[src/rtl/trap_sequencer_pkg.sv]
// rtl/trap_sequencer_pkg.sv - shared encodings for the trap entry / MRET return sequencer
package trap_sequencer_pkg;

  typedef enum logic [1:0] {
    ST_RUN      = 2'd0,
    ST_DRAIN    = 2'd1,
    ST_REDIRECT = 2'd2
  } state_t;

  typedef enum logic {
    KIND_TRAP = 1'b0,
    KIND_RET  = 1'b1
  } kind_t;

  // mstatus bit positions, shared with the CSR file
  localparam int MSTATUS_MIE  = 3;
  localparam int MSTATUS_MPIE = 7;

endpackage

[src/rtl/trap_sequencer.sv]
// rtl/trap_sequencer.sv - sequences trap entry and MRET return: flush, drain, redirect, CSR ack
module trap_sequencer
  import trap_sequencer_pkg::*;
#(
  parameter int DRAIN_MAX = 15,
  parameter int CNT_W     = 16
) (
  input  logic             clk,
  input  logic             reset,
  input  logic             initiate_exception,
  input  logic             mret,
  input  logic [31:0]      csr_mtvec,
  input  logic [31:0]      csr_mepc,
  input  logic             mem_busy,
  input  logic             redir_ready,
  output logic             flush,
  output logic             stall,
  output logic             redir_valid,
  output logic [31:0]      redir_pc,
  output logic             trap_ack,
  output logic             mret_ack,
  output logic             drain_timeout,
  output logic [CNT_W-1:0] trap_count
);

  localparam int DW = $clog2(DRAIN_MAX + 1);

  state_t          state, state_nxt;
  kind_t           kind;
  logic [31:0]     target;
  logic [DW-1:0]   drain_cnt;
  logic            accept_trap, accept_ret, drain_expire, drain_done, handshake;
  logic            unused_addr_bits;

  assign unused_addr_bits = ^{csr_mtvec[1:0], csr_mepc[1:0]};

  // A trap beats a simultaneous MRET; requests outside RUN are dropped
  assign accept_trap  = (state == ST_RUN) && initiate_exception;
  assign accept_ret   = (state == ST_RUN) && mret && !initiate_exception;
  assign drain_expire = (state == ST_DRAIN) && (drain_cnt == DW'(DRAIN_MAX - 1));
  assign drain_done   = (state == ST_DRAIN) && (!mem_busy || drain_expire);
  assign handshake    = (state == ST_REDIRECT) && redir_ready;

  always_ff @(posedge clk) begin
    if (reset) state <= ST_RUN;
    else       state <= state_nxt;
  end

  always_comb begin
    state_nxt = state;
    case (state)
      ST_RUN:      if (accept_trap || accept_ret) state_nxt = ST_DRAIN;
      ST_DRAIN:    if (drain_done) state_nxt = ST_REDIRECT;
      ST_REDIRECT: if (handshake) state_nxt = ST_RUN;
      default:     state_nxt = ST_RUN;
    endcase
  end

  always_comb begin
    flush       = 1'b0;
    stall       = 1'b0;
    redir_valid = 1'b0;
    redir_pc    = '0;
    trap_ack    = accept_trap;
    mret_ack    = 1'b0;
    case (state)
      ST_DRAIN: begin
        flush = 1'b1;
        stall = 1'b1;
      end
      ST_REDIRECT: begin
        stall       = 1'b1;
        redir_valid = 1'b1;
        redir_pc    = target;
        mret_ack    = redir_ready && (kind == KIND_RET);
      end
      default: ;
    endcase
  end

  always_ff @(posedge clk) begin
    if (reset) begin
      kind          <= KIND_TRAP;
      target        <= '0;
      drain_cnt     <= '0;
      drain_timeout <= 1'b0;
      trap_count    <= '0;
    end else begin
      if (accept_trap) begin
        kind   <= KIND_TRAP;
        target <= {csr_mtvec[31:2], 2'b00};
        if (trap_count != '1) trap_count <= trap_count + 1'b1;
      end else if (accept_ret) begin
        kind   <= KIND_RET;
        target <= {csr_mepc[31:2], 2'b00};
      end
      if (state == ST_DRAIN) drain_cnt <= drain_cnt + 1'b1;
      else if (handshake)    drain_cnt <= '0;
      // Timeout only counts when memory is still busy at the limit
      if (drain_expire && mem_busy) drain_timeout <= 1'b1;
    end
  end

endmodule

[config.mk]
export PLATFORM = sky130hd
export DESIGN_NAME = trap_sequencer
export DESIGN_NICKNAME = d
export VERILOG_FILES = /design/src/rtl/trap_sequencer_pkg.sv /design/src/rtl/trap_sequencer.sv
export SDC_FILE = /design/constraint.sdc
export NUM_CORES = 1
export LEC_CHECK = 0
export CORE_MARGIN = 8
export CORE_UTILIZATION = 42
export DETAILED_ROUTE_END_ITERATION = 8
export GPL_TIMING_DRIVEN = 0
export PLACE_DENSITY = 0.79
export SYNTH_ARGS = -nofsm -noshare
export SYNTH_HDL_FRONTEND = slang
export SYNTH_SLANG_ARGS = --single-unit
[constraint.sdc]
create_clock -name clk -period 2.26 [get_ports clk]
set_input_delay 0.565 -clock clk [delete_from_list [all_inputs] [get_ports clk]]
set_output_delay 0.565 -clock clk [all_outputs]
set_load 0.005 [all_outputs]
==> reports/metrics.csv <==
stage;metric;value;unit
placed_design;Placed Area;0.00403;mm2
critical_path;CP endpoint kind;output pin;
placed_design;dpl cells;542;
run;MaxCap Viol Count;0;
route;wire per inst;15.2;um
die;Die ar.;0.00941;mm2
clock_tree;clock slew at reported path FFs;0.10;ns
synthesis;Ys Warns;0;
sta;worst-case clock skew;0.00325;ns
critical_path;Critical Path AT;1.68;ns
die;row count;29;
route;First-pass DRT Iterations;4;
placed_design;GPL Wtd Cong;0.757;
global_route;first-pass GRT wire length;13900;um
sta;Max Fclk;0.445;GHz
sta;Worst Setup Slack, final;0.0112;ns
route;Final ANT Viol Nets;0;
clock_tree;clk buf depth;2;
global_route;initial antenna violation count;0;
placed_design;post-DP HPWL;6440;um
synthesis;Post-synth EDFFs;0;
power_and_ir_drop;Leak;2.05;nW
layout;share of cells above drive strength 1;0.0882;
global_route;total track usage;0.172;
placed_design;I/O Buffers;117;
sta;Slew @ Worst Pin;0.534;ns
synthesis;Seq/Total Area, Yosys;0.392;
die;chip height;97.0;um
sta;RSZ-0062 raised after global routing;true;
power_and_ir_drop;pwr dens;794;mW/mm2
layout;final core occ;0.678;
clock_tree;Skew-Pair Late Insertion Delay;0.30;ns
sta;Final period util;0.995;
route;Via density;5.21;
synthesis;Synth Register Bits;54;
layout;most frequent cells in the layout;89 x clkdlybuf4s50_1, 72 x nand2_1, 52 x dfxtp_1, 40 x nor2_1;
sta;Final Hold Viols;0;
critical_path;CP required;1.69;ns
global_route;vias in the first global route;3013;
critical_path;crit-path max FO;10;
sta;Fin Hold WS;0.478;ns
layout;n_diodes;0;
layout;# fillers;543;
placed_design;post-place setup slack;-0.780;ns
layout;Nets;552;
die;Core Region;0.00635;mm2
clock_tree;CTS buffer count;5;
route;post-detailed-routing wire length;8390;um
critical_path;nature of the critical path startpoint;register;
synthesis;Primary FF master, synth;dfxtp_1;
route;routed vias;2880;
die;width of the die;97.0;um
critical_path;CP Class;reg -> out;
synthesis;Post-Syn Area;0.00276;mm2
route;DRC;0;
die;Initial Util;0.434;
global_route;total congestion overflow;0;
power_and_ir_drop;Power Total;3.42;mW
synthesis;Unique masters post-synth;45;
run_status;status;finished, final reports clean;
sta;fin. max-slew vios;0;
clock_tree;CTS tree;done;
synthesis;synthesized instance count;347;
layout;fin area;0.00431;mm2
sta;Tmin final;2.25;ns
min_path;Hold WC Path Type;reg -> reg;
layout;Layout Area Growth over Synthesis;56.3;%
clock_tree;CTS sink count;54;
power_and_ir_drop;worst vdd ir;0.555;mV
sta;Rel. slew slack;0.643;
route;initial DRC count;88;
layout;Non-Filler Instances;553;
layout;most common cell after layout, fill and taps aside;clkdlybuf4s50_1;
synthesis;Async SR Flop Fraction;0;
sta;setup TNS;0;ns
clock_tree;root buffer selected by CTS;clkbuf_8;
clock_tree;CTS HTree Levels;2;
global_route;largest net degree at the start of global routing;17;
die;# IOs;124;
sta;Finish-stage setup viols;0;
synthesis;Syn Area/Cell;7.94;um2
## synth_stat cells, types with 2 or more instances
cell type,count,area (um2)
nand2_1,73,274
dfxtp_1,54,1080
nor2_1,40,150
a311oi_1,30,263
and2_1,30,188
clkbuf_1,18,67.6
a21oi_1,17,85.1
inv_1,8,30.0
ha_1,7,87.6
o31ai_1,7,52.6
nand3_1,6,30.0
nand4_1,6,37.5
or4_1,4,30.0
buf_1,3,11.3
o21ai_0,3,15.0
or3_2,3,22.5
or4_2,3,26.3
xor2_1,3,26.3
buf_4,2,15.0
mux2_1,2,22.5
nor2b_1,2,12.5
nor4_1,2,12.5
o21ai_1,2,10.0
## routing by layer
layer	vias up	GRT usage	wire length (um)
met3	14	0.0605	613
met5	-	0	0
met2	81	0.295	4090
met1	1315	0.192	3480
met4	0	0.0627	206
li1	1470	-	-
## where the power goes
group	internal [mW]	switching, mW
Combinational	0.621	0.708
Clock	0.473	0.322
Sequential	1.17	0.121
## area by class of cell
| cell class | instances | area (um2) | share of cell area |
|---|---|---|---|
| multi-input cells | 261 | 1560 | 0.362 |
| repair buffers | 121 | 1250 | 0.291 |
| flip-flops and latches | 54 | 1080 | 0.252 |
| plain buffers | 23 | 135 | 0.0314 |
| well taps | 77 | 96.3 | 0.0224 |
| clock buffers | 6 | 82.6 | 0.0192 |
| clock inverters | 2 | 60.1 | 0.0139 |
| inverters | 9 | 36.3 | 0.00842 |
## path summary, 6_finish.rpt
| kind | start | to | slack, ns | depth (start not counted) |
|---|---|---|---|---|
| hold / removal | drain_timeout$_SDFFE_PP0P_ | drain_timeout$_SDFFE_PP0P_ | 0.48 | 2 |
| setup / recovery | state[0]$_SDFFE_PP0P_ | redir_pc[22] | 0.01 | 5 |
| setup reg to reg | state[0]$_SDFFE_PP0P_ | trap_count[15]$_SDFFE_PP0P_ | 0.16 | 9 |
| hold reg to reg | drain_timeout$_SDFFE_PP0P_ | drain_timeout$_SDFFE_PP0P_ | 0.48 | 2 |
## flip-flops by register name, summed over array words and instances, names as in the netlist
| name | flops |
|---|---|
| kind | 1 |
| drain_timeout | 1 |
| target | 30 |
| trap_count | 16 |
| state | 2 |
| drain_cnt | 4 |
## repair_timing
item,CTS,global route
endpoints found under the setup margin,32,57
resized for setup,23,31
buffers inserted,4,0
pin swaps,1,1
hold endpoints to repair,0,0
hold buffers,0,0
## critical path, stage by stage (launching register included)
cell and delay [ns]:
dfxtp_2 0.34, inv_2 0.08, ha_4 0.17, clkbuf_8 0.16, and2_1 0.14, clkdlybuf4s50_1 0.50
## kinds of logic (layout without fill, tap and decap cells)
group                      count (synthesis)  after routing  synth area share
and+or+nand+nor                          179            179             0.318
AOI/OAI and AO/OA                         66             66             0.181
DFF                                       54             54             0.392
buffers and inverters                     33            161            0.0504
adders and majority gates                  7              7            0.0318
muxes                                      4              4            0.0159
xor gates and xnor gates                   3              3           0.00953
other                                      1              2           0.00136
Note: power is estimated with default switching activity, not from simulation.
